File: src/rtl/ps2_keyboard.sv
// rtl/ps2_keyboard.sv - PS/2 keyboard receiver with frame checking and a show-ahead scan-code FIFO.
// Define PS2_PARITY_CHECK_EN to enforce odd parity; otherwise only start/stop bits are checked.
module ps2_keyboard #(
  parameter int FIFO_AW     = 3,
  parameter int TIMEOUT_CYC = 5000
) (
  input  logic       clk,
  input  logic       rst,
  input  logic       ps2_clk,
  input  logic       ps2_data,
  input  logic       rd_en,
  output logic [7:0] data,
  output logic       ready,
  output logic       overflow,
  output logic       perr
);

  localparam int DEPTH = 1 << FIFO_AW;
  localparam int TW    = $clog2(TIMEOUT_CYC + 1);

  logic [2:0]       clk_sync_q, dat_sync_q;
  logic [3:0]       bit_cnt_q, bit_cnt_d;
  logic [9:0]       shift_q, shift_d;
  logic [TW-1:0]    to_q, to_d;
  logic [FIFO_AW:0] wr_ptr_q, rd_ptr_q;
  logic             overflow_q, perr_q;
  logic [7:0]       mem_q [DEPTH];

  logic fall, sdata, stop_edge, frame_ok, push_req, push, pop, full, empty;

  // Index 0 is the newest sample; idle preset keeps reset from looking like an edge.
  always_ff @(posedge clk) begin
    if (rst) begin
      clk_sync_q <= 3'b111;
      dat_sync_q <= 3'b111;
    end else begin
      clk_sync_q <= {clk_sync_q[1:0], ps2_clk};
      dat_sync_q <= {dat_sync_q[1:0], ps2_data};
    end
  end

  assign fall      = clk_sync_q[2] & ~clk_sync_q[1];
  assign sdata     = dat_sync_q[2];
  assign stop_edge = fall && (bit_cnt_q == 4'd10);

  // shift_q holds {parity, data[7:0], start}; the stop bit is the live sample.
  always_comb begin
`ifdef PS2_PARITY_CHECK_EN
    frame_ok = !shift_q[0] && sdata && (^shift_q[9:1]);
`else
    frame_ok = !shift_q[0] && sdata;
`endif
  end

  always_comb begin
    bit_cnt_d = bit_cnt_q;
    shift_d   = shift_q;
    to_d      = to_q;
    if (fall) begin
      to_d = '0;
      if (bit_cnt_q == 4'd10) begin
        bit_cnt_d = 4'd0;
      end else begin
        shift_d   = {sdata, shift_q[9:1]};
        bit_cnt_d = bit_cnt_q + 4'd1;
      end
    end else if (bit_cnt_q != 4'd0) begin
      if (to_q == TW'(TIMEOUT_CYC - 1)) begin
        bit_cnt_d = 4'd0;
        to_d      = '0;
      end else begin
        to_d = to_q + TW'(1);
      end
    end else begin
      to_d = '0;
    end
  end

  assign empty    = (wr_ptr_q == rd_ptr_q);
  assign full     = (wr_ptr_q[FIFO_AW] != rd_ptr_q[FIFO_AW]) &&
                    (wr_ptr_q[FIFO_AW-1:0] == rd_ptr_q[FIFO_AW-1:0]);
  assign push_req = stop_edge && frame_ok;
  assign pop      = rd_en && !empty;
  // A pop in the same cycle frees the slot that the push then fills.
  assign push     = push_req && (!full || pop);

  always_ff @(posedge clk) begin
    if (rst) begin
      bit_cnt_q  <= 4'd0;
      shift_q    <= 10'd0;
      to_q       <= '0;
      wr_ptr_q   <= '0;
      rd_ptr_q   <= '0;
      overflow_q <= 1'b0;
      perr_q     <= 1'b0;
    end else begin
      bit_cnt_q <= bit_cnt_d;
      shift_q   <= shift_d;
      to_q      <= to_d;
      if (push) wr_ptr_q <= wr_ptr_q + 1'b1;
      if (pop)  rd_ptr_q <= rd_ptr_q + 1'b1;
      if (push_req && full && !pop) overflow_q <= 1'b1;
      if (stop_edge && !frame_ok)   perr_q     <= 1'b1;
    end
  end

  always_ff @(posedge clk) begin
    if (push) mem_q[wr_ptr_q[FIFO_AW-1:0]] <= shift_q[8:1];
  end

  assign ready    = !empty;
  assign data     = empty ? 8'h00 : mem_q[rd_ptr_q[FIFO_AW-1:0]];
  assign overflow = overflow_q;
  assign perr     = perr_q;

endmodule
File: config.mk
export PLATFORM = sky130hd
export DESIGN_NAME = ps2_keyboard
export DESIGN_NICKNAME = d
export VERILOG_FILES = /design/src/rtl/ps2_keyboard.sv
export SDC_FILE = /design/constraint.sdc
export NUM_CORES = 1
export LEC_CHECK = 0
export ABC_AREA = 0
export BUFFER_PORTS_ARGS = -buffer_cell sky130_fd_sc_hd__buf_2
export CORE_MARGIN = 3
export CORE_UTILIZATION = 69
export CTS_BUF_LIST = sky130_fd_sc_hd__clkbuf_2 sky130_fd_sc_hd__clkbuf_4 sky130_fd_sc_hd__clkbuf_8
export DETAILED_ROUTE_END_ITERATION = 8
export PLACE_DENSITY = 0.9
export SYNTH_ARGS = -nofsm -noshare
export SYNTH_HDL_FRONTEND = slang
export SYNTH_SLANG_ARGS = --single-unit
File: constraint.sdc
create_clock -name clk -period 5.8 [get_ports clk]
set_input_delay 1.16 -clock clk [delete_from_list [all_inputs] [get_ports clk]]
set_output_delay 1.16 -clock clk [all_outputs]
set_load 0.05 [all_outputs]
### Word level (Yosys, flattened, before mapping)

Memory sizes are Yosys's and may differ from the RTL's. A register that Yosys moved wholly into a read port is not among the register bits.
Cells that the tools add are included.
Widths: inputs -> output; s select.

| storage, ports and cells | value |
|---|---|
| register bits | 43 |
| memory bits (writable) | 64 |
| bits of input ports | 5 |
| output and inout port bits | 11 |
| logic and storage cells | 53 |
| memories | 1 |

| cells by class | value |
|---|---|
| $add $sub $neg | 4 |
| equality and inequality tests | 5 |
| muxes and demuxes | 9 |
| bitwise operators | 4 |
| reduce and logical (&&, ||, !) cells | 21 |

Memories:

| name | words | width | read ports | clocked after memory_dff | wr ports | line | RTL |
|---|---|---|---|---|---|---|---|
| mem_q | 8 | 8 | 1 | 1 | 1 | 27 | `logic [7:0] mem_q [DEPTH];` |

Operator list:

| operator | number |
|---|---|
| $mux 4 | 4 |
| $add 13x1->13 const B | 1 |
| $eq 13x13->1 const B | 1 |
| $add 4x1->4 const B | 3 |
| $logic_and 1x1->1 | 9 |
| $mux 8 | 1 |
| $mux 3 | 2 |
| $logic_not 1->1 | 5 |
| $eq 4x4->1 | 1 |
| $eq 4x4->1 const B | 1 |
| $reduce_and 2->1 | 2 |
| $reduce_bool 2->1 | 2 |
| $reduce_bool 4->1 | 1 |
| $reduce_or 4->1 | 1 |
| $eq 3x3->1 | 1 |
| $not 1->1 | 3 |
| $mux 1 | 2 |
| $and 1x1->1 | 1 |
| $logic_or 1x1->1 | 1 |
| $ne 1x1->1 | 1 |

### Logic depth before layout (Yosys ltp)

| depth | value |
|---|---|
| depth after elaboration | 7 |
| gate-level depth with buffers | 8 |
| gate-level depth less buffers | 6 |

### Least setup slack after synthesis

No wires, ideal clock.

| timing | value |
|---|---|
| path kind | reg2out |
| from | register with a tool-made name |
| to | output data[5] |
| arrival | 1.702 ns |
| required time | 4.640 ns |
| setup slack | 2.938 ns |
| stages on the path, launching flop included | 6 |
| buffers on the path | 2 |
| cells stage by stage | dfxtp_1 buf_2 buf_4 mux4_2 mux2i_1 nor2_1 |

RTL lines:

| what | line | RTL |
|---|---|---|
| end, declared | 12 | `output logic [7:0] data,` |

==> metrics.yaml <==
cts_tree: "built"
netlist-cell-type-count: 51
clockBufferDepth: 2
grt_setup_unrepaired: "no"
ant_nets: 0
finalSetupViolCount: 0
nNetsFinal: 344
seq_area_frac_synth: 0.629
internal-power_uw: 1070
fin_crit_ns: 3.62
slew_headroom: 0.305
layout-drive-gt1-share: 0.192
dpl.hpwl_um: 4940
nFillCells: 353
grtUsageMet2: 0.380
grt_max_degree: 39
cts_setup_buffers: 0
cts_num_sinks: 110
globalRoute.busiestLayer: "met2"
synth_area_leader_cell: "edfxtp_1"
drt-total-wl_um: 7690
drcViolationCount: 0
grt_use_met3: 0.0464
finalCritPeriodShare: 0.624
r2r_end: "mem_q[5][6]"
r2r_slack_ns: 3.36
ys_seq_elements: 110
track_usage: 0.221
dp.cells: 397
fin_worst_skew_ns: 0.0124
worst_slew_pin_slew_ns: 1.04
coreArea_um2: 6130
grt_pass1_vias: 2432
die_h_um: 86.9
powerDensity_nw_per_um2: 277
hold_path.class: "reg -> reg"
use_met1: 0.272
netlist_area_um2: 4520
portBuffers: 15
post_cts_resized: 0
clkPwrFrac: 0.376
swShare: 0.198
drtIter0Drc: 172
hold_buffers: 0
row_count: 28
synthTopCellsByArea: "edfxtp_1 43%, dfxtp_1 20%, mux4_2 8.0%, nor2_1 2.5%, mux2i_1 2.2%"
postSynthAreaPerCell_um2: 13.9
synth.most_common_cell: "edfxtp_1"
min_from: "dat_sync_q[1]"
synth_fp_nets: 336
dieWidth_um: 86.9
async_flop_share: 0
start_util: 0.737
arrival_ns: 2.46
r2r_cells: 6
vias: 2504
grt_antenna_before_repair: 0
slew_violations: 0
cts.reportedPaths.clkPinSlew_ns: 0.11
root_buffer: "clkbuf_8"
overflow: 0
cp_max_fo: 16
p_switching_uw: 265
wl_per_cell_um: 18.6
io_pins: 16
cp-start-kind: "register"
reg2reg_from: "bit_cnt_q[0]"
synth_top_area_share: 0.425
cts_buffers: 9
pwr-share-comb: 0.011
cap_violations: 0
viasPerCell: 6.06
outcome: "completed"
crit_type: "reg -> out"
crit_path_end_kind: "output pin"
yosysWarnings: 0
holdPathEnd: "dat_sync_q[2]"
hold_violations: 0
netlist_top_cells_count: "64 x edfxtp_1, 46 x dfxtp_1, 30 x nor2_1"
clk-insertion-delay-late_ns: 0.37
leakage_uw: 0.00165
syn_inst: 325
synth_edf_count: 64
power_frac_seq: 0.613
multiInputGateArea_um2: 1570
grt_pass1_wl_um: 12200
cts_max_level: 3
hold_depth: 1
synthToLayoutAreaGrowth_pct: 6.98
cp.required_ns: 4.64
vdd_drop_max_v: 0.000180
ys.flop_type: "edfxtp_1"
first_pass_iters: 4
register_area_um2: 2840
fmax_mhz: 276
gp_congestion: 0.841
final.setup.tns_ns: 0
die_area_um2: 7550
final_cells: 413
num_antenna_cells: 0
## worst max-delay path, stage by stage, from the launching register on
cell	delay [ns]
dfxtp_1	1.03
mux4_2	0.62
mux2i_1	0.19
nor2_1	0.05
buf_2	0.21
## layout by cell type (no fill, tap or decap), types with 3 or more instances in the layout
| master | instances |
|---|---|
| edfxtp_1 | 64 |
| dfxtp_1 | 46 |
| nor2_1 | 30 |
| nand2_1 | 25 |
| mux4_2 | 16 |
| a21oi_1 | 15 |
| buf_2 | 15 |
| mux2i_1 | 10 |
| clkbuf_8 | 9 |
| xor2_1 | 8 |
| nand4_1 | 7 |
| or2_2 | 6 |
| ha_1 | 6 |
| inv_1 | 5 |
| nor2b_1 | 5 |
| nand3_1 | 5 |
| and3_1 | 5 |
| xnor2_1 | 5 |
| nand2b_1 | 4 |
| inv_6 | 4 |
| and4b_1 | 3 |
| or3_1 | 3 |
| nor3_1 | 3 |
## logic make-up after synthesis
family          count (synthesis)  synth area share
simple gates                  111             0.133
xor+xnor                       16            0.0385
fa+ha+maj                       6            0.0166
flops                         110             0.629
compound gates                 29            0.0460
mux                            29             0.110
buf+inv                        24            0.0260
## flip-flops by register name, summed over array words and instances, names as in the netlist, named ones only
register,count
bit_cnt_q,4
clk_sync_q,3
dat_sync_q,3
mem_q,64
overflow,1
perr,1
rd_ptr_q,4
shift_q,10
to_q,13
wr_ptr_q,4
## worst max path at each step
stage,depth (start not counted),to,startpoint,slack [ns]
6_report,4,data[7],register,2.18
5_1_grt,4,data[7],register,1.95
4_1_cts,4,data[7],register,2.08
3_5_place_dp,4,data[7],register,2.50
3_3_place_gp,4,data[0],register,2.59
2_1_floorplan,5,data[5],register,2.94
## power groups by stage
stage / combinational [uW] / sequential, uW / clock [uW]
final: 14.9 / 820 / 503
after CTS: 14.9 / 821 / 508
after global placement: 14.2 / 838 / 0
after floorplan: 11.6 / 838 / 0
after global routing: 17.0 / 821 / 536
after detailed placement: 14.8 / 838 / 0
## per-layer routing
layer / routed length, um / up-vias
li1: - / 1205
met1: 3210 / 1216
met2: 3860 / 65
met3: 405 / 18
met4: 212 / 0
met5: 0 / -
## stage by stage
step	setup slack (ns)	hold slack, ns	power (uW)	util	area, um^2
finish	2.18	0.417	1340	0.788	4830
global route	1.95	0.433	1370	0.788	4830
floorplan	2.94	0.389	850	-	4520
detailed placement	2.50	0.393	853	0.751	4610
CTS	2.08	0.417	1340	0.788	4830
global placement	2.59	0.393	852	0.751	4610
## cell type report
type,instances,area share
clock buffers,9,0.0256
repair buffers,16,0.0171
well taps,75,0.0194
multi-input cells,191,0.324
inverters,5,0.00388
clock inverters,7,0.0212
flip-flops and latches,110,0.588
No activity file was read; power rests on OpenSTA's default activity.
